`src/rtl/bk_adder_pipe.sv`:
```
// Pipelined Brent-Kung prefix adder/subtractor with valid/ready flow control.
// The 2*log2(WIDTH)-1 prefix levels are spread evenly across STAGES register slices.
module bk_adder_pipe #(
    parameter int unsigned WIDTH  = 16,
    parameter int unsigned STAGES = 3,
    parameter int unsigned TAG_W  = 4
) (
    input  logic             clk,
    input  logic             rst_n,
    input  logic             in_valid,
    output logic             in_ready,
    input  logic [WIDTH-1:0] in_a,
    input  logic [WIDTH-1:0] in_b,
    input  logic             in_cin,
    input  logic             in_sub,
    input  logic [TAG_W-1:0] in_tag,
    output logic             out_valid,
    input  logic             out_ready,
    output logic [WIDTH-1:0] out_sum,
    output logic             out_cout,
    output logic             out_ovf,
    output logic [TAG_W-1:0] out_tag
);

    localparam int unsigned LOG  = $clog2(WIDTH);
    localparam int unsigned NLVL = 2 * LOG - 1;
    localparam int unsigned NMID = (STAGES > 1) ? STAGES - 1 : 1;

    typedef struct packed {
        logic [WIDTH-1:0] g;    // group generate; holds the prefix carry once the tree is done
        logic [WIDTH-1:0] p;    // group propagate
        logic [WIDTH-1:0] x;    // bitwise propagate, needed again for the sum
        logic             cin;
        logic             a_msb;
        logic             b_msb;
        logic [TAG_W-1:0] tag;
    } stage_t;

    // Levels 0..LOG-1 are the up-sweep, the remaining LOG-1 levels the down-sweep.
    function automatic logic [2*WIDTH-1:0] bk_level(input logic [WIDTH-1:0] g,
                                                    input logic [WIDTH-1:0] p,
                                                    input int unsigned      lvl);
        logic [WIDTH-1:0] m;
        logic [WIDTH-1:0] go;
        logic [WIDTH-1:0] po;
        int unsigned      span;
        logic             sel;
        m = '0;
        if (lvl < LOG) span = 32'd1 << lvl;
        else           span = 32'd1 << (2 * LOG - 2 - lvl);
        for (int unsigned i = 0; i < WIDTH; i++) begin
            if (lvl < LOG) sel = ((i + 1) % (2 * span) == 0);
            else           sel = ((i + 1) % (2 * span) == span) && (i >= 2 * span);
            if (sel) m = m | ({{(WIDTH-1){1'b0}}, 1'b1} << i);
        end
        go = g | (m & p & (g << span));
        po = (p & ~m) | (m & p & (p << span));
        return {go, po};
    endfunction

    logic [STAGES-1:0] r_vld;
    logic [STAGES-1:0] w_free;
    stage_t [STAGES-1:0] w_src;
    stage_t [NMID-1:0]   r_mid;
    stage_t              w_pg;
    logic [WIDTH-1:0]    w_b;
    logic                w_ci;
    logic [WIDTH-1:0]    r_sum;
    logic                r_cout;
    logic                r_ovf;
    logic [TAG_W-1:0]    r_tag;

    always_comb begin
        w_b        = in_sub ? ~in_b : in_b;
        w_ci       = in_sub ? ~in_cin : in_cin;
        w_pg       = '0;
        w_pg.x     = in_a ^ w_b;
        w_pg.p     = w_pg.x;
        w_pg.g     = in_a & w_b;
        w_pg.g[0]  = w_pg.g[0] | (w_pg.x[0] & w_ci);
        w_pg.cin   = w_ci;
        w_pg.a_msb = in_a[WIDTH-1];
        w_pg.b_msb = w_b[WIDTH-1];
        w_pg.tag   = in_tag;
    end

    assign w_src[0] = w_pg;

    for (genvar s = 0; s < STAGES; s++) begin : g_stage
        localparam int unsigned LVL_LO = s * NLVL / STAGES;
        localparam int unsigned LVL_HI = (s + 1) * NLVL / STAGES;

        stage_t w_lvl;
        logic   w_vld_in;

        always_comb begin
            w_lvl = w_src[s];
            for (int unsigned l = LVL_LO; l < LVL_HI; l++) begin
                {w_lvl.g, w_lvl.p} = bk_level(w_lvl.g, w_lvl.p, l);
            end
        end

        // A slice may load if any slice at or beyond it is empty, or the output drains.
        assign w_free[s] = out_ready || !(&r_vld[STAGES-1:s]);

        if (s == 0) begin : g_head
            assign w_vld_in = in_valid;
        end else begin : g_body
            assign w_vld_in = r_vld[s-1];
        end

        always_ff @(posedge clk) begin
            if (!rst_n)         r_vld[s] <= 1'b0;
            else if (w_free[s]) r_vld[s] <= w_vld_in;
        end

        if (s < STAGES - 1) begin : g_mid
            assign w_src[s+1] = r_mid[s];

            always_ff @(posedge clk) begin
                if (!rst_n)         r_mid[s] <= '0;
                else if (w_free[s]) r_mid[s] <= w_lvl;
            end
        end else begin : g_out
            logic [WIDTH-1:0] w_carry;
            logic [WIDTH-1:0] w_sum;
            logic             w_unused_p;

            assign w_carry    = {w_lvl.g[WIDTH-2:0], w_lvl.cin};
            assign w_sum      = w_lvl.x ^ w_carry;
            assign w_unused_p = ^w_lvl.p;

            always_ff @(posedge clk) begin
                if (!rst_n) begin
                    r_sum  <= '0;
                    r_cout <= 1'b0;
                    r_ovf  <= 1'b0;
                    r_tag  <= '0;
                end else if (w_free[s]) begin
                    r_sum  <= w_sum;
                    r_cout <= w_lvl.g[WIDTH-1];
                    r_ovf  <= (w_lvl.a_msb == w_lvl.b_msb) && (w_sum[WIDTH-1] != w_lvl.a_msb);
                    r_tag  <= w_lvl.tag;
                end
            end
        end
    end

    assign in_ready  = w_free[0];
    assign out_valid = r_vld[STAGES-1];
    assign out_sum   = r_sum;
    assign out_cout  = r_cout;
    assign out_ovf   = r_ovf;
    assign out_tag   = r_tag;

endmodule

```
`config.mk`:
```
export PLATFORM = sky130hd
export DESIGN_NAME = bk_adder_pipe
export DESIGN_NICKNAME = d
export VERILOG_FILES = /design/src/rtl/bk_adder_pipe.sv
export SDC_FILE = /design/constraint.sdc
export NUM_CORES = 1
export LEC_CHECK = 0
export ABC_AREA = 1
export ABC_CLOCK_PERIOD_IN_PS = 3300
export CORE_MARGIN = 2
export CORE_UTILIZATION = 25
export DETAILED_ROUTE_END_ITERATION = 12
export HOLD_SLACK_MARGIN = 0.06
export RECOVER_POWER = 50
export SKIP_LAST_GASP = 1
export SLEW_MARGIN = 20
export SYNTH_ARGS = -nofsm -noshare
export SYNTH_HDL_FRONTEND = slang
export SYNTH_SLANG_ARGS = --single-unit
```
`constraint.sdc`:
```
create_clock -name clk -period 3.3 [get_ports clk]
set_input_delay 0.99 -clock clk [delete_from_list [all_inputs] [get_ports clk]]
set_output_delay 0.99 -clock clk [all_outputs]
set_load 0.1 [all_outputs]
```
==> summary.md, run 1 <==
The tools report the total non-filler cell area in the finished layout as 5919 µm². Static timing analysis puts the maximum clock frequency at 331.4 MHz. The number of global-route vias before repair was 3450. After synthesis, the netlist uses 25 different library cells.

In this run the worst hold path is classified as reg -> reg. The pin slew with the least headroom to its limit works out to 1.251 ns. The slowest stage of the critical path is the sky130_fd_sc_hd__dlygate4sd3_1 cell. The count of buffers added by post-CTS timing repair for setup is 0, and the layout cell share with drive strength beyond 1 is 7.055%.

Once detail routing completed, the nets flagged for antenna violations numbered 0. The area share of the largest cell type after synthesis is 48.79%, and the DRC marker count from the first detailed-route iteration is 196. When the netlist entered floorplanning its net count stood at 645. For the number of cell rows, the log shows 49.

In the synthesized netlist, the number of instances is 580. The average wire per standard cell came out at 11.82 µm. The share of the Yosys chip area taken by registers is 48.79%. The total area inside the core boundary comes to 18090 µm². Across the routed clock network, the largest skew measured is 0.006065 ns. Counting the fill cells in the layout gives 1888.

The tools report the clock sink total as 113. In the layout the commonest cells are sky130_fd_sc_hd__nor2_1, sky130_fd_sc_hd__dfxtp_1, sky130_fd_sc_hd__o21ai_0, sky130_fd_sc_hd__clkdlybuf4s50_1, sky130_fd_sc_hd__a21oi_1. The repair_antennas step left the layout with diodes totalling 0.

The multi-input combinational cells in the finished layout cover a total of 2078 µm². Entering global routing, the biggest net connects 50 pins. The area growth from synthesis to final layout was 27.66%.

The element type at the critical path end was an output port. The worst setup path is of the in -> out kind. The library cell used most frequently in the layout, excluding fill and tap cells, is sky130_fd_sc_hd__nor2_1. Number of remaining DRC errors: 0. Clock-pin slew was measured on the worst setup and hold paths at 0.05 ns.

The logs give 17 for the TritonCTS buffer count and 2.31 ns for the critical path required time. After clock tree synthesis, the repair step resized 0 gates. The tools report the CTS H-tree depth as 4. The critical-path maximum fanout is 2, and the final worst-path cycle share is 91.44%. After detailed routing, the number of vias per cell comes to 4.220. By area the synthesized netlist is led by sky130_fd_sc_hd__dfxtp_1, sky130_fd_sc_hd__nor2_1, sky130_fd_sc_hd__o21ai_0. The number of register bits inferred by synthesis is 113, and the count of warnings emitted by yosys is 0. The die span in x is 140.2 µm. Pin placement for this block handled 66 I/O pins. The remaining global-route overflow came out at 0. Once the floorplan was initialized, standard cells occupied 25.64% of the core. The leakage power summed over all cells is 2.689 nW, and the number of setup violations in the final report is 0. The run gives 17600 µm as the global-route wire length before repair. For the clock latency reported for the late side of the worst-skew pair, the log shows 0.40 ns. During placement, the flow inserted port buffers numbering 65. The routed design has 10410 µm of wire. Across the VDD grid, the largest voltage drop is 0.2401 mV.

Adding up every negative setup slack in the final design gives 0 ns. Number of hold buffers added after CTS: 0. The final core utilization was 32.73%. The critical path goes through dlygate4sd3_1, nor2_1, inv_2, buf_12.

After the last flow step, the layout net total stands at 704. Summed over all instances, the cell type with the most area after synthesis is sky130_fd_sc_hd__dfxtp_1. For this design the ratio of total power to cell area is 644.9 nW/µm². The wire-length estimate of the detail-placed layout is 7307 µm.

Data arrives at the worst endpoint at 2.03 ns. Setup repair after global routing left no endpoint under its margin. Maximum count of clock buffers along a single path: 2. From bottom edge to top edge, the die measures 140.2 µm. The number of antenna violations at the first check in global routing was 0. Measured against its own limit, the worst slew margin works out to 16.96%.

The average size of a mapped cell was 7.995 µm². Post-synth design cell area: 4637 µm². TritonCTS built the clock tree. The flow ran to the end, and the final reports show no timing, DRC or antenna violations. The total count of max-transition violations in the final report was 0. The routed layout has 3718 vias. In the final layout, flip-flops and latches occupy 2262 µm².

The final hold violation count is 0. The biggest cell delay along the critical path was 0.55 ns; the routability congestion estimate was 0.7219. The die covers 19650 µm². The tools report the max capacitance violation total as 0. Counting I/O delays and the setup requirement, the final critical path takes 3.018 ns. Global routing used 11.15% of the available tracks.

The cell chosen for the clock root was sky130_fd_sc_hd__clkbuf_16. The placed instances occupy a cell area of 5421 µm². STA classifies the critical path startpoint as an input pin. The tools report the number of iterations in the first detailed-routing pass as 4.
==> state kept, by name (all words and copies together) (netlist names) <==
| register | cells |
|---|---|
| g_stage.w_vld_in | 2 |
| g_stage.w_lvl | 45 |
| out_valid | 1 |
| out_cout | 1 |
| g_stage.g_out.w_carry | 1 |
| out_sum | 16 |
| r_mid | 42 |
| out_ovf | 1 |
| out_tag | 4 |
==> critical path: cells and delay by family <==
family                 cells  cell delay [ns]
buffers and inverters      3             0.83
AND/OR/NAND/NOR            1             0.20
==> cell usage after synthesis, drive strengths merged <==
master / count
a21oi: 36
o21ai: 103
xor2: 20
inv: 31
nand2: 29
nor2: 161
dfxtp: 113
ha: 23
buf: 18
a31oi: 3
nand4: 1
a21o: 4
o21bai: 7
clkbuf: 16
or2: 3
nand3: 6
xnor2: 4
o21a: 2
==> where the power goes <==
| part | switching, mW | internal [mW] | leakage, nW | total (mW) |
|---|---|---|---|---|
| combinational | 0.325 | 0.158 | 1.47 | 0.483 |
| clock | 0.599 | 1.22 | 0.290 | 1.82 |
| sequential | 0.0480 | 1.47 | 0.930 | 1.52 |
| total | 0.971 | 2.85 | 2.69 | 3.82 |
==> per-stage QoR <==
| step | setup WS, ns | power (mW) | hold WS [ns] | std cells |
|---|---|---|---|---|
| 2_1_floorplan | 0.5687 | 1.887 | 0.4297 | 580 |
| 3_3_place_gp | 0.4328 | 2.041 | 0.4493 | 849 |
| 3_5_place_dp | 0.4408 | 2.046 | 0.4525 | 849 |
| 4_1_cts | 0.4290 | 3.871 | 0.4617 | 881 |
| 5_1_grt | 0.2262 | 3.981 | 0.4830 | 881 |
| 6_report | 0.2824 | 3.817 | 0.4602 | 881 |
==> routing by layer <==
| layer | global-route usage (%) | routed length [µm] | vias to the layer above | part of all wire, % |
|---|---|---|---|---|
| li1 | - | - | 2010 | - |
| met1 | 16.31 | 5760 | 1603 | 55 |
| met2 | 15.79 | 4137 | 88 | 40 |
| met3 | 2.906 | 364 | 17 | 3.5 |
| met4 | 3.828 | 151 | 0 | 1.4 |
| met5 | 0 | 0 | - | 0 |
==> area by class of cell <==
class	instances	share of cell area [%]
Clock inverter	10	2.262
Timing Repair Buffer	74	9.765
Inverter	31	1.966
Sequential cell	113	38.22
Multi-Input combinational cell	402	35.11
Tap cell	229	4.840
Clock buffer	22	7.842
==> worst paths after layout <==
kind	slack, ns	from	depth (start not counted)	to
min	0.46	r_mid[36]	2	r_mid[36]
max reg2reg	1.40	out_valid	5	out_sum[15]
min reg2reg	0.46	r_mid[36]	2	r_mid[36]
max	0.28	out_ready	4	in_ready
==> kinds of logic (layout without fill, tap and decap cells) <==
logic type / after synthesis / count (layout) / synth area share (%)
AOI/OAI and AO/OA: 155 / 155 / 17.51
xor gates and xnor gates: 24 / 24 / 4.533
adders and majority gates: 23 / 23 / 6.206
buffers and inverters: 65 / 137 / 6.125
DFF: 113 / 113 / 48.79
and+or+nand+nor: 200 / 200 / 16.84
Power figures use the tool's default switching activity.
==> run 2, diff against run 1 <==
ABC_CLOCK_PERIOD_IN_PS = 2900   (was 3300)
HOLD_SLACK_MARGIN = not set   (was 0.06)
clock period = 2.9 ns   (was 3.3 ns; I/O delays follow)
==> run 2 against run 1 <==
Effect of this change:
- clock skew rose by 0.0022 ns
- register-to-register slack got worse by 0.37 ns
- via count rose by 0.70%
- die area did not move
- clock power rose by 14%
- cell count did not move
- power rose by 14%
- global-route usage barely moved
- critical path depth did not move
- non-clock buffer count did not move
- count of clock-buffer cells in the layout fell by 1
- sequential share of layout area fell by 0.20 points
- critical path type unchanged
- largest cell class unchanged
- largest power group unchanged
- highest routed layer unchanged
==> summary.md, run 2 (synthesis gave the netlist of run 1 again) <==
The capture point of the worst reg-to-reg path was r_mid[40]. The run gives 39.7% (about the same) as the sequential share of power. The cell depth of the worst flop-to-flop path is 8 (+3). For the remaining global-route overflow, the log shows 0 (unchanged). Setup repair after global routing left no endpoint under its margin. The number of iterations in the first detailed-routing pass came out at 5 (+1). The switching portion of total power was 25.50% (+0.049 points); the ratio of total power to cell area was 730.4 nW/µm² (+13%). The clock latency reported for the late side of the worst-skew pair was 0.41 ns (about the same). The biggest cell delay along the critical path is 0.42 ns (-0.13 ns). Number of buffers inserted by port buffering: 65 (unchanged).

The final hold violation count came out at 0 (unchanged). Leaving out fill and tap cells, the most frequent cells in the layout are sky130_fd_sc_hd__nor2_1, sky130_fd_sc_hd__dfxtp_1, sky130_fd_sc_hd__o21ai_0, sky130_fd_sc_hd__clkdlybuf4s50_1, sky130_fd_sc_hd__a21oi_1. Of the available clock period, the critical path in the final layout requires 91.66%. The tools report the number of instances resized during post-cts repair as 0 (unchanged). The count of buffers added by post-CTS timing repair for setup is 0 (unchanged), and the worst path arrival time is 1.79 ns (-0.24 ns).

The critical-path maximum fanout was 2 (unchanged); the final wirelength was 10590 µm (+1.7%). For the final setup TNS, the log shows 0 ns (unchanged). The area growth from synthesis to final layout is 28.33%, and the maximum clock frequency is 376.2 MHz. The logs give 5446 µm² (+0.46%) for the post-detailed-placement cell area and 194 (-1.0%) for the DRC marker count from the first detailed-route iteration.

The number of global-route vias before repair is 3374 (-2.2%). The element type at the critical path start is an input pin. The worst setup path is captured at an output port.

The type of the setup path with the least slack was in -> out. For the global-route usage over all layers, the log shows 11.13% (-0.023 points). For the maximum count of clock buffers along a single path, the log shows 2 (unchanged). The max capacitance violation total is 0 (unchanged), and the global-route wire length before repair is 17430 µm (-0.94%).

The tightest min-delay check is of the reg -> reg type. The total via count after detailed routing is 3744 (+0.70%), and the antenna violation net count after detailed routing is 0 (unchanged). The logs give 2.713 nW (+0.93%) for the leakage power summed over all cells and 2.03 ns (-0.28 ns) for the critical path required time. Remaining max-slew budget at the tightest pin: 16.03% (-0.93 points).

The tools report the placeable core region as 18090 µm² (unchanged). The part of the power in combinational logic was 12.8% (about the same); the clock slew at the register clock pins of the worst setup and hold paths was 0.05 ns (about the same). For the clock sink total, the log shows 113 (unchanged). The cell chosen for the clock root was sky130_fd_sc_hd__clkbuf_16.

The number of nets at the end of the flow is 704 (unchanged). The pin slew with the least headroom to its limit came out at 1.265 ns (+0.01401 ns). The run gives 5951 µm² (+0.53%) as the total non-filler cell area in the finished layout.

The average wire per standard cell is 12.02 µm (+1.7%), and the floorplan die area is 19650 µm² (unchanged). For the placed wire-length estimate, the log shows 7326 µm (+0.26%). The worst slack at placement came out at 0.2789 ns (-0.1618 ns).

The clock network power share came out at 47.6% (about the same). I/O pin count: 66 (unchanged). Worst-path cell with the longest stage delay: sky130_fd_sc_hd__clkdlybuf4s50_1. For the reg2reg setup slack, the log shows 1.03 ns (-0.37 ns). Most common library cell in the layout ignoring fill and taps: sky130_fd_sc_hd__nor2_1. The layout cell share with drive strength beyond 1 is 7.669% (+0.61 points), and the initial core utilization is 25.64% (unchanged).

Die span in x: 140.2 µm (unchanged). The final core utilization came out at 32.90% (+0.17 points). The tools report the internal power component as 3.238 mW (+14%). The final worst clock skew was 0.008238 ns (+0.002173 ns). The tools report the switching power summed over all nets as 1.108 mW (+14%). The detailed-route vias per instance came out at 4.250 (+0.70%).

The critical path starts at out_ready. The run gives 0.2420 ns (-0.04038 ns) as the setup slack after layout. The pin count of the biggest net entering global routing is 50 (unchanged). TritonCTS built the clock tree.

The CTS H-tree depth came out at 4 (unchanged). The depth of the worst hold-timing path is 2 (unchanged). For the total count of max-transition violations in the final report, the log shows 0 (unchanged). The flip-flop count of the largest register after layout came out at 45 (unchanged). In this run the critical register-to-register path is launched from out_valid. The number of remaining DRC errors was 0 (unchanged); the number of cell rows was 49 (unchanged).

The logs give 0.7398 (+2.5%) for the routability congestion estimate and 17 (unchanged) for the TritonCTS buffer count. The worst hold path terminates at r_mid[36]. Peak supply drop: 0.3702 mV (+54%). The number of hold buffers added after CTS was 0 (unchanged); the number of antenna cells inserted was 0 (unchanged). The worst path needs 2.658 ns of the cycle, external delays included. The run gives 0 (unchanged) as the number of antenna violations at the first check in global routing. In this run the most critical hold path is launched from r_mid[36].

For the number of setup violations in the final report, the log shows 0 (unchanged). The run finished with clean final reports. The height of the die works out to 140.2 µm (unchanged). Walking the worst path, the cells encountered are clkdlybuf4s50_1, nor2_1, inv_2, buf_12.
run 2: cell count changes in the layout (fill, tap and decap cells not counted):
cell                              previous run  this run
sky130_fd_sc_hd__clkinv_2                    4         6
sky130_fd_sc_hd__clkinvlp_4                  2         1
sky130_fd_sc_hd__buf_12                      1         3
sky130_fd_sc_hd__clkbuf_1                   25        22
sky130_fd_sc_hd__inv_2                       2         3
sky130_fd_sc_hd__dlygate4sd3_1               1         0
sky130_fd_sc_hd__clkdlybuf4s50_1            39        40
sky130_fd_sc_hd__inv_1                      29        28
run 2: worst max-delay path by stage:
stage / depth (start not counted) / slack, ns / to
finish: 4 / 0.24 / in_ready
global route: 4 / 0.18 / in_ready
CTS: 4 / 0.27 / in_ready
detailed placement: 4 / 0.28 / in_ready
global placement: 4 / 0.26 / in_ready
floorplan: 4 / 0.29 / in_ready
run 2: final cells by class:
cell class	count	area [µm²]
Sequential cell	113	2262
Clock inverter	11	136.4
Multi-Input combinational cell	402	2078
Clock buffer	21	460.4
Inverter	31	116.4
Tap cell	229	286.5
Fill cell	1902	12140
Timing Repair Buffer	74	610.6
run 2: per-layer routing:
metal	track usage (%)	routed length, µm
met1	16.66	5772
met2	15.07	4330
met3	2.769	343
met4	4.466	148
met5	0	0
run 2: worst max-delay path, delay by kind of cell:
family | cells | cell delay [ns]
buffers and inverters | 3 | 0.68
and+or+nand+nor | 1 | 0.22
run 2: power by group through the flow:
| stage | clock network [mW] | registers [mW] | logic [mW] |
|---|---|---|---|
| floorplan | 0 | 1.91 | 0.235 |
| global placement | 0 | 1.75 | 0.574 |
| detailed placement | 0 | 1.76 | 0.576 |
| CTS | 2.11 | 1.72 | 0.580 |
| global route | 2.19 | 1.74 | 0.616 |
| finish | 2.07 | 1.72 | 0.555 |
run 2: per-stage QoR:
step | hold WS, ns | cells | total power, mW
detailed placement | 0.4546 | 849 | 2.332
finish | 0.4631 | 881 | 4.346
CTS | 0.4626 | 881 | 4.411
global route | 0.4842 | 881 | 4.538
floorplan | 0.4297 | 580 | 2.148
global placement | 0.4516 | 849 | 2.327
==> run 3, diff against run 2 <==
CAP_MARGIN = 25   (was not set)
CORE_UTILIZATION = 40   (was 25)
CTS_CLUSTER_SIZE = 8   (was not set)
==> run 3 against run 2 <==
Effect of this change:
- setup slack got worse by 0.081 ns
- clock skew is 0.0015 ns lower
- via count is 1.0% higher
- first-iteration DRC count grew 12%
- sequential share of layout area increased by 0.92 points
- power shrank 1.9%
- critical path type unchanged
==> summary.md, run 3 (synthesis gave the netlist of run 1 again) <==
The critical path is of the in -> out type. The global-route usage over all layers is 16.67% (+5.5 points), and the peak supply drop is 0.3473 mV (-6.2%). The count of buffers added by post-CTS timing repair for setup came out at 0 (unchanged).

The flow ran to the end, and the final reports show no timing, DRC or antenna violations. The pin slew with the least headroom to its limit was 1.189 ns (-0.07620 ns). The floorplan die area is 12470 µm² (-37%). The global-route wire length before repair was 16700 µm (-4.2%). For the clock network power share, the log shows 46.6% (-1.0 points). The remaining global-route overflow came out at 0 (unchanged).

The die span in x was 111.7 µm (-20%); the biggest cell delay along the critical path was 0.45 ns (+0.03 ns). The routability congestion estimate was 0.7561 (+2.2%); the clock slew at the register clock pins of the worst setup and hold paths was 0.05 ns (about the same). Walking the worst path, the cells encountered are clkdlybuf4s50_1, nor2_2, inv_1, buf_12. The final worst-path cycle share works out to 94.45% (+2.8 points). The library cells used most frequently in the layout, excluding fill and tap cells, are sky130_fd_sc_hd__nor2_1, sky130_fd_sc_hd__dfxtp_1, sky130_fd_sc_hd__o21ai_0, sky130_fd_sc_hd__clkdlybuf4s50_1, sky130_fd_sc_hd__a21oi_1. The tools report the element type at the critical path start as an input pin.

The number of remaining DRC errors was 0 (unchanged). The tools report the max capacitance violation total as 0 (unchanged). The final wirelength was 10100 µm (-4.6%); the critical-path maximum fanout was 2 (unchanged). The tools report the maximum count of clock buffers along a single path as 2 (unchanged).

The final setup TNS was 0 ns (unchanged). CTS placed an instance of sky130_fd_sc_hd__clkbuf_16 at the clock tree root. Ratio of total power to cell area: 733.5 nW/µm² (+0.42%). The run gives 0.4622 ns (-0.0009060 ns) as the hold slack. The tools report the switching power summed over all nets as 1.079 mW (-2.6%). The number of antenna violations at the first check in global routing was 0 (unchanged). For the setup slack after layout, the log shows 0.1610 ns (-0.08097 ns). The number of instances resized during post-cts repair was 0 (unchanged); the area growth from synthesis to final layout was 25.31%.

The logs give 3.183 mW (-1.7%) for the internal power component and 0.2005 ns (-0.07842 ns) for the worst slack at placement. For the number of antenna cells inserted, the log shows 0 (unchanged). The layout cell share with drive strength beyond 1 is 6.585% (-1.1 points), and the CTS H-tree depth is 4 (unchanged). The number of hold buffers added after CTS is 0 (unchanged), and the I/O pin count is 66 (unchanged).

For the clock latency reported for the late side of the worst-skew pair, the log shows 0.40 ns (about the same). The critical path required time is 2.03 ns (about the same), and the post-route minimum period is 2.739 ns (+0.08097 ns). The average wire per standard cell is 12.69 µm (+5.6%). Maximum clock frequency: 365.1 MHz (-3.0%).

The height of the die is 111.7 µm (-20%), and the number of cell rows is 39 (-20%). Switching portion of total power: 25.32% (-0.18 points). The logs give 71 (+42%) for the pin count of the biggest net entering global routing and 12.8% (about the same) for the part of the power in combinational logic. The antenna violation net count after detailed routing was 0 (unchanged).

The worst setup path is captured at an output port. The tools report the number of nets at the end of the flow as 705 (+0.14%). Number of setup violations in the final report: 0 (unchanged). The run gives 0 (unchanged) as the total count of max-transition violations in the final report. The placed wire-length estimate came out at 6940 µm (-5.3%).

The number of buffer and inverter instances along the worst setup path came out at 3 (unchanged). The initial core utilization is 40.78% (+15 points). The worst path arrival time was 1.87 ns (+0.08 ns). The flip-flop count of the largest register after layout was 45 (unchanged).

The worst-path cell with the longest stage delay is sky130_fd_sc_hd__clkdlybuf4s50_1. The number of global-route vias before repair is 3376 (+0.059%). The family with the most delay on the worst path is buffers and inverters. The run gives 0 (unchanged) as the final hold violation count. The most common library cell in the layout ignoring fill and taps was sky130_fd_sc_hd__nor2_1. The sequential share of power was 40.6% (+0.9 points). The number of buffers inserted by port buffering was 65 (unchanged); the final worst clock skew was 0.006704 ns (-0.001534 ns).

The number of iterations in the first detailed-routing pass was 4 (-1); the TritonCTS buffer count was 17 (unchanged). The DRC marker count from the first detailed-route iteration was 217 (+12%). The leakage power summed over all cells is 2.681 nW (-1.2%). The remaining max-slew budget at the tightest pin was 21.09% (+5.1 points); the detailed-route vias per instance was 4.751 (+12%). The placeable core region is 11370 µm² (-37%), and the number of filler cells placed in the layout is 1112 (-42%). The total via count after detailed routing is 3782 (+1.0%). Setup repair after global routing left no endpoint under its margin. The min-delay analysis places its worst path in the category reg -> reg.

TritonCTS built the clock tree. The tools report the clock sink total as 113 (unchanged).
## run 3: changes by cell type in the layout (fill, tap and decap cells not counted)
cell,delta
sky130_fd_sc_hd__clkbuf_1,+8
sky130_fd_sc_hd__clkbuf_8,+5
sky130_fd_sc_hd__buf_4,-4
sky130_fd_sc_hd__clkinv_2,-3
sky130_fd_sc_hd__bufinv_16,-2
sky130_fd_sc_hd__inv_1,+2
sky130_fd_sc_hd__inv_2,-2
sky130_fd_sc_hd__nor2_1,-2
sky130_fd_sc_hd__buf_12,-1
sky130_fd_sc_hd__clkinv_4,-1
sky130_fd_sc_hd__clkinvlp_4,-1
sky130_fd_sc_hd__nor2_2,+1
sky130_fd_sc_hd__nor2_4,+1
## run 3: cell type report
cell class / instances / area [µm²] / share of cell area [%]
clock inverters: 4 / 45.04 / 0.7752
repair buffers: 75 / 583.1 / 10.03
multi-input cells: 402 / 2088 / 35.94
flip-flops and latches: 113 / 2262 / 38.93
well taps: 143 / 178.9 / 3.079
clock buffers: 28 / 536.8 / 9.238
inverters: 31 / 116.4 / 2.003
## run 3: through the flow
| stage | area (µm²) | std cells | util [%] | total power, mW |
|---|---|---|---|---|
| global route | 5811 | 796 | 51.11 | 4.450 |
| detailed placement | 5334 | 764 | 46.91 | 2.326 |
| floorplan | 4637 | 580 | - | 2.148 |
| CTS | 5916 | 796 | 52.03 | 4.323 |
| finish | 5811 | 796 | 51.11 | 4.262 |
| global placement | 5334 | 764 | 46.91 | 2.316 |
## run 3: worst register-to-register path, stage by stage (launching register included)
cell and delay, ns:
sky130_fd_sc_hd__dfxtp_1 0.36, sky130_fd_sc_hd__nand3_1 0.09, sky130_fd_sc_hd__nor2_2 0.20, sky130_fd_sc_hd__inv_1 0.13
sky130_fd_sc_hd__clkbuf_2 0.58, sky130_fd_sc_hd__nand3_1 0.34, sky130_fd_sc_hd__nor2_1 0.06, sky130_fd_sc_hd__o21a_1 0.16
## run 3: final timing paths
| kind | end | cells after the start | slack [ns] | startpoint |
|---|---|---|---|---|
| setup reg to reg | r_mid[30] | 7 | 0.87 | out_valid |
| hold reg to reg | g_stage[1].w_lvl[8] | 2 | 0.46 | g_stage[1].w_lvl[8] |
| hold / removal | g_stage[1].w_lvl[8] | 2 | 0.46 | g_stage[1].w_lvl[8] |
| setup / recovery | in_ready | 4 | 0.16 | out_ready |
## run 3: metal layers
layer,vias to the layer above,track usage [%],part of all wire [%]
met2,92,21.21,40
met1,1672,26.01,54
met5,-,0,0
met4,0,6.091,0.66
li1,2014,-,-
met3,4,4.954,5.5
## run 3: power groups by stage
stage | combinational [mW] | sequential (mW) | clock, mW
after detailed placement | 0.564 | 1.76 | 0
after global placement | 0.559 | 1.76 | 0
after CTS | 0.569 | 1.73 | 2.02
after floorplan | 0.235 | 1.91 | 0
final | 0.545 | 1.73 | 1.99
after global routing | 0.601 | 1.74 | 2.11
==> RTL edit 1: new RTL, settings of run 2 <==
Set the parameter `WIDTH` to 32 (it was 16).
--- a/src/rtl/bk_adder_pipe.sv
+++ b/src/rtl/bk_adder_pipe.sv
@@ -2,5 +2,5 @@
 // The 2*log2(WIDTH)-1 prefix levels are spread evenly across STAGES register slices.
 module bk_adder_pipe #(
-    parameter int unsigned WIDTH  = 16,
+    parameter int unsigned WIDTH  = 32,
     parameter int unsigned STAGES = 3,
     parameter int unsigned TAG_W  = 4
Ports: changed (resized in_a, in_b and out_sum); port bits go from 66 to 114. The function was not compared with the original's and may differ.
==> RTL edit 1 against run 2 <==
Wire length up 110%; sequential cell count up 93; count of clock-buffer cells in the layout up 8; final area up 79%; global-route usage up 1.0 points; critical path depth up 1; combinational power up 100%; synthesized area up 87%; highest routed layer unchanged; worst setup slack worse by 180 ps; power up 58%; critical endpoint unchanged; largest power group is now sequential cells; sequential power up 83%; fmax down 6.4%.
==> RTL edit 1: results (changes against run 2) <==
* Maximum number of pins on one net before global-route repair at 187 (was 50)
* Port Buffers at 113 (was 65)
* Met1 layer wirelength in the final routing at 12.2 mm (was 5.77 mm)
* Via count of the first global-routing pass at 6618 (was 3374)
* Cell internal pwr at 4910 µW (was 3240 µW)
* Area overhead of the layout relative to synthesis at 23.2% (was 28.3%)
* Worst path arrival time at 1970 ps (was 1790 ps)
* VDD IR-drop max at 0.000327 V (was 0.000370 V)
* Maximum cell stage delay along the critical path at 450 ps (was 420 ps)
* Number of clock buffers inserted by TritonCTS at 21 (was 17)
* Largest register FFs at 102 (was 45)
* Mean area per synthesized cell at 8.05 µm² (was 7.99 µm²)
* Placed instance count at 1595 (was 849)
* Number of nets in the final layout at 1284 (was 704)
* # fillers at 3642 (was 1902)
* Later-pin clock latency in the skew report at 490 ps (was 410 ps)
* Share of final-layout standard cells stronger than drive strength 1 at 7.74% (was 7.67%)
* Clock Skews at 10.8 ps (was 8.24 ps)
* Result of the run: complete, no violations (unchanged)
* Wire length of the first global-routing pass at 35.3 mm (was 17.4 mm)
* Bufs on Longest Clock Path at 3 (was 2)
* Share of the yosys chip area belonging to registers at 47.7% (was 48.8%)
* Compound-cell area share of the yosys netlist at 18.5% (was 17.5%)
* Area after DPL at 10200 µm² (was 5450 µm²)
* Synth top area cells: dfxtp_1, nor2_1, o21ai_0 (unchanged)
RTL edit 1: cell types whose count changed in the layout (fill, tap and decap cells not counted), sizes merged, moves of 7 or more:
cell and change:
ha +24, a21oi +37, o21ai +89, inv +35, dfxtp +93, nor2 +105
clkdlybuf4s50 +31, clkbuf +30, xor2 +27, a21o +10, o21bai +10, nand2 +19
buf +7
RTL edit 1: area by class of cell:
class | instances | share of cell area, %
multi-input cells | 732 | 37.0
clock buffers | 29 | 5.49
flip-flops and latches | 206 | 38.7
inverters | 68 | 2.41
well taps | 455 | 5.34
repair buffers | 134 | 10.5
clock inverters | 6 | 0.575
RTL edit 1: stage by stage:
step | power [µW] | hold slack, ps
after global routing | 7180 | 484
final | 6860 | 453
after detailed placement | 4370 | 450
after CTS | 6980 | 459
after global placement | 4360 | 445
after floorplan | 3980 | 430
RTL edit 1: power groups by stage:
stage | Combinational (µW) | Sequential, µW | Clock, µW
3_5_place_dp | 1150 | 3220 | 0
2_1_floorplan | 494 | 3490 | 0
5_1_grt | 1240 | 3180 | 2760
6_report | 1120 | 3150 | 2590
4_1_cts | 1160 | 3160 | 2660
3_3_place_gp | 1150 | 3220 | 0
RTL edit 1: worst paths after layout:
| kind | slack, ps | to | startpoint | depth (start not counted) |
|---|---|---|---|---|
| setup / recovery | 60 | in_ready | out_ready | 5 |
| hold / removal | 450 | r_mid[175]$_SDFFE_PN0P_ | r_mid[72]$_SDFFE_PN0P_ | 2 |
| setup reg to reg | 760 | r_mid[74]$_SDFFE_PN0P_ | out_valid$_SDFFE_PN0P_ | 10 |
| hold reg to reg | 450 | r_mid[175]$_SDFFE_PN0P_ | r_mid[72]$_SDFFE_PN0P_ | 2 |
RTL edit 1: worst min-delay path, cell delays in order, from the launching register on:
cell and delay [ps]:
dfxtp_1 300, inv_1 60, a21oi_1 60
==> RTL edit 2: new RTL, config.mk and constraints of run 2 <==
Without the edit above. Put one more register stage on the output `out_ovf`, cleared by the reset. The value now appears one clock later. The other outputs are not delayed to match.
--- a/src/rtl/bk_adder_pipe.sv
+++ b/src/rtl/bk_adder_pipe.sv
@@ -151,5 +151,11 @@
     assign out_sum   = r_sum;
     assign out_cout  = r_cout;
-    assign out_ovf   = r_ovf;
+    always_ff @(posedge clk) begin
+        if (!rst_n) begin
+            out_ovf <= '0;
+        end else begin
+            out_ovf <= r_ovf;
+        end
+    end
     assign out_tag   = r_tag;
 
Check against the original RTL: not equivalent (a bounded check fails within 4 cycles, from zero or initial values and one cycle with rst_n low).
==> RTL edit 2 against run 2 <==
Sequential share of layout area up 0.064 points; hold slack worse by 28 ps; sequential cell count up 1; final area up 0.71%; wire length up 3.9%; synthesized area up 1.4%; worst setup slack worse by 82 ps; power down 2.1%; fmax down 3.0%; critical endpoint unchanged; largest power group unchanged.
==> RTL edit 2: results (changes against run 2) <==
* Router iterations before antenna repair at 4 (was 5)
* Antenna Cells at 0 (unchanged)
* Later-pin clock latency in the skew report at 410 ps (about the same)
* Synth top area cells: dfxtp_1, nor2_1, o21ai_0 (unchanged)
* Global router's overall resource usage at 11.6% (was 11.1%)
* Wire length of the first global-routing pass at 18.5 mm (was 17.4 mm)
* Bufs on Longest Clock Path at 2 (unchanged)
* Routed wire per std cell at 12.4 µm (was 12.0 µm)
* Worst slew pin tran at 1250 ps (was 1260 ps)
* Post-CTS Repair Setup Buffers at 0 (unchanged)
* Maximum number of pins on one net before global-route repair at 46 (was 50)
* Slowest cell on crit path: clkdlybuf4s50_1 (unchanged)
* Hold WC Path Type: register to register (unchanged)
* Net switching power of the design at 1160 µW (was 1110 µW)
* Hold-critical path depth at 2 (unchanged)
* Cell count of the worst reg-to-reg path at 7 (was 8)
* Leakage power of the design at 0.00269 µW (was 0.00271 µW)
* Number of antenna violations at the first check in global routing at 0 (unchanged)
* # fillers at 1942 (was 1902)
* Via count of the first global-routing pass at 3632 (was 3374)
* Number of gates given a new drive strength after cts at 0 (unchanged)
* Port Buffers at 65 (unchanged)
* Share of the yosys chip area belonging to registers at 48.5% (was 48.8%)
* Post-placement setup slack at 246 ps (was 279 ps)
* Top cell types by occurrence after synthesis: nor2_1, dfxtp_1, o21ai_0 (unchanged)
* Number of clock buffers inserted by TritonCTS at 17 (unchanged)
* H-Tree Depth at 4 (unchanged)
* Yosys Warn Count at 0 (unchanged)
* Reg with most FFs: r_mid
* Clk pin slew, worst setup/hold paths at about 60 ps
* Clock Skews at 9.15 ps (was 8.24 ps)
* Drt initial violations at 188 (was 194)
* Synth Net Count at 645 (unchanged)
* Vias at 3754 (was 3744)
* Largest register FFs at 49 (was 45)
* Number of nets in the final layout at 708 (was 704)
* Root buf cell: clkbuf_16 (unchanged)
* Async SR Flop Fraction at 0% (unchanged)
* Maximum cell stage delay along the critical path at 480 ps (was 420 ps)
* Share of final-layout standard cells stronger than drive strength 1 at 8.23% (was 7.67%)
* Post-detailed-placement half-perimeter wirelength at 7.85 mm (was 7.33 mm)
* VDD IR-drop max at 0.000388 V (was 0.000370 V)
* Result of the run: complete, no violations (unchanged)
* Global placer's final weighted congestion at 0.786 (was 0.740)
* Netlist cell types at 28 (was 25)
* Worst path arrival time at 1870 ps (was 1790 ps)
* Highest fanout seen on the critical path at 2 (unchanged)
RTL edit 2: changes by cell type after synthesis, sizes merged, moves of 2 or more:
cell    change
a21oi       -2
a31oi       -2
buf         -2
clkbuf      +2
inv         -2
nand2       +4
o21ai       -4
xnor2       +3
RTL edit 2: kinds of logic (layout without fill, tap and decap cells):
logic type	after synthesis	after routing	share of synthesized area (%)
DFF	114	114	48.5
adders and majority gates	23	23	6.12
AOI/OAI and AO/OA	150	150	16.9
xor gates and xnor gates	26	26	4.84
buffers and inverters	64	140	6.22
and+or+nand+nor	203	203	17.4
RTL edit 2: layout make-up:
class | instances | area share [%]
flip-flops and latches | 114 | 38.1
multi-input cells | 402 | 35.4
repair buffers | 78 | 10.4
clock buffers | 19 | 7.56
well taps | 234 | 4.89
inverters | 30 | 1.88
clock inverters | 13 | 1.86
RTL edit 2: path summary, 6_finish.rpt:
check,from,endpoint,slack [ps]
setup / recovery,out_ready,in_ready,160
hold / removal,r_ovf$_SDFFE_PN0P_,out_ovf$_SDFF_PN0_,430
setup reg to reg,out_valid$_SDFFE_PN0P_,g_stage[2].w_lvl[20]$_SDFFE_PN0P_,950
hold reg to reg,r_ovf$_SDFFE_PN0P_,out_ovf$_SDFF_PN0_,430
RTL edit 2: power groups by stage:
stage	Clock (µW)	Combinational, µW	Sequential [µW]
CTS	1980	602	1740
floorplan	0	259	1920
detailed placement	0	594	1780
global placement	0	594	1770
global route	2050	639	1760
finish	1940	577	1740
RTL edit 2: worst max-delay path: cells and delay by family:
family	cells	cell delay [ps]
buffers and inverters	3	690
and+or+nand+nor	3	300
RTL edit 2: routing by layer:
layer  routed length, µm  vias to the layer above  track usage (%)
li1                    -                     2017                -
met1                6080                     1645             16.8
met2                4340                       82             16.2
met3                 434                       10             3.67
met4                 155                        0             3.63
met5                   0                        -                0
RTL edit 2: metrics by stage:
step	cells	power (µW)	utilization (%)	instance area (µm²)
after global placement	858	2370	29.8	5540
after CTS	890	4330	32.8	6100
after floorplan	580	2180	-	4700
after global routing	890	4440	32.3	5990
final	890	4260	32.3	5990
after detailed placement	858	2370	29.8	5540
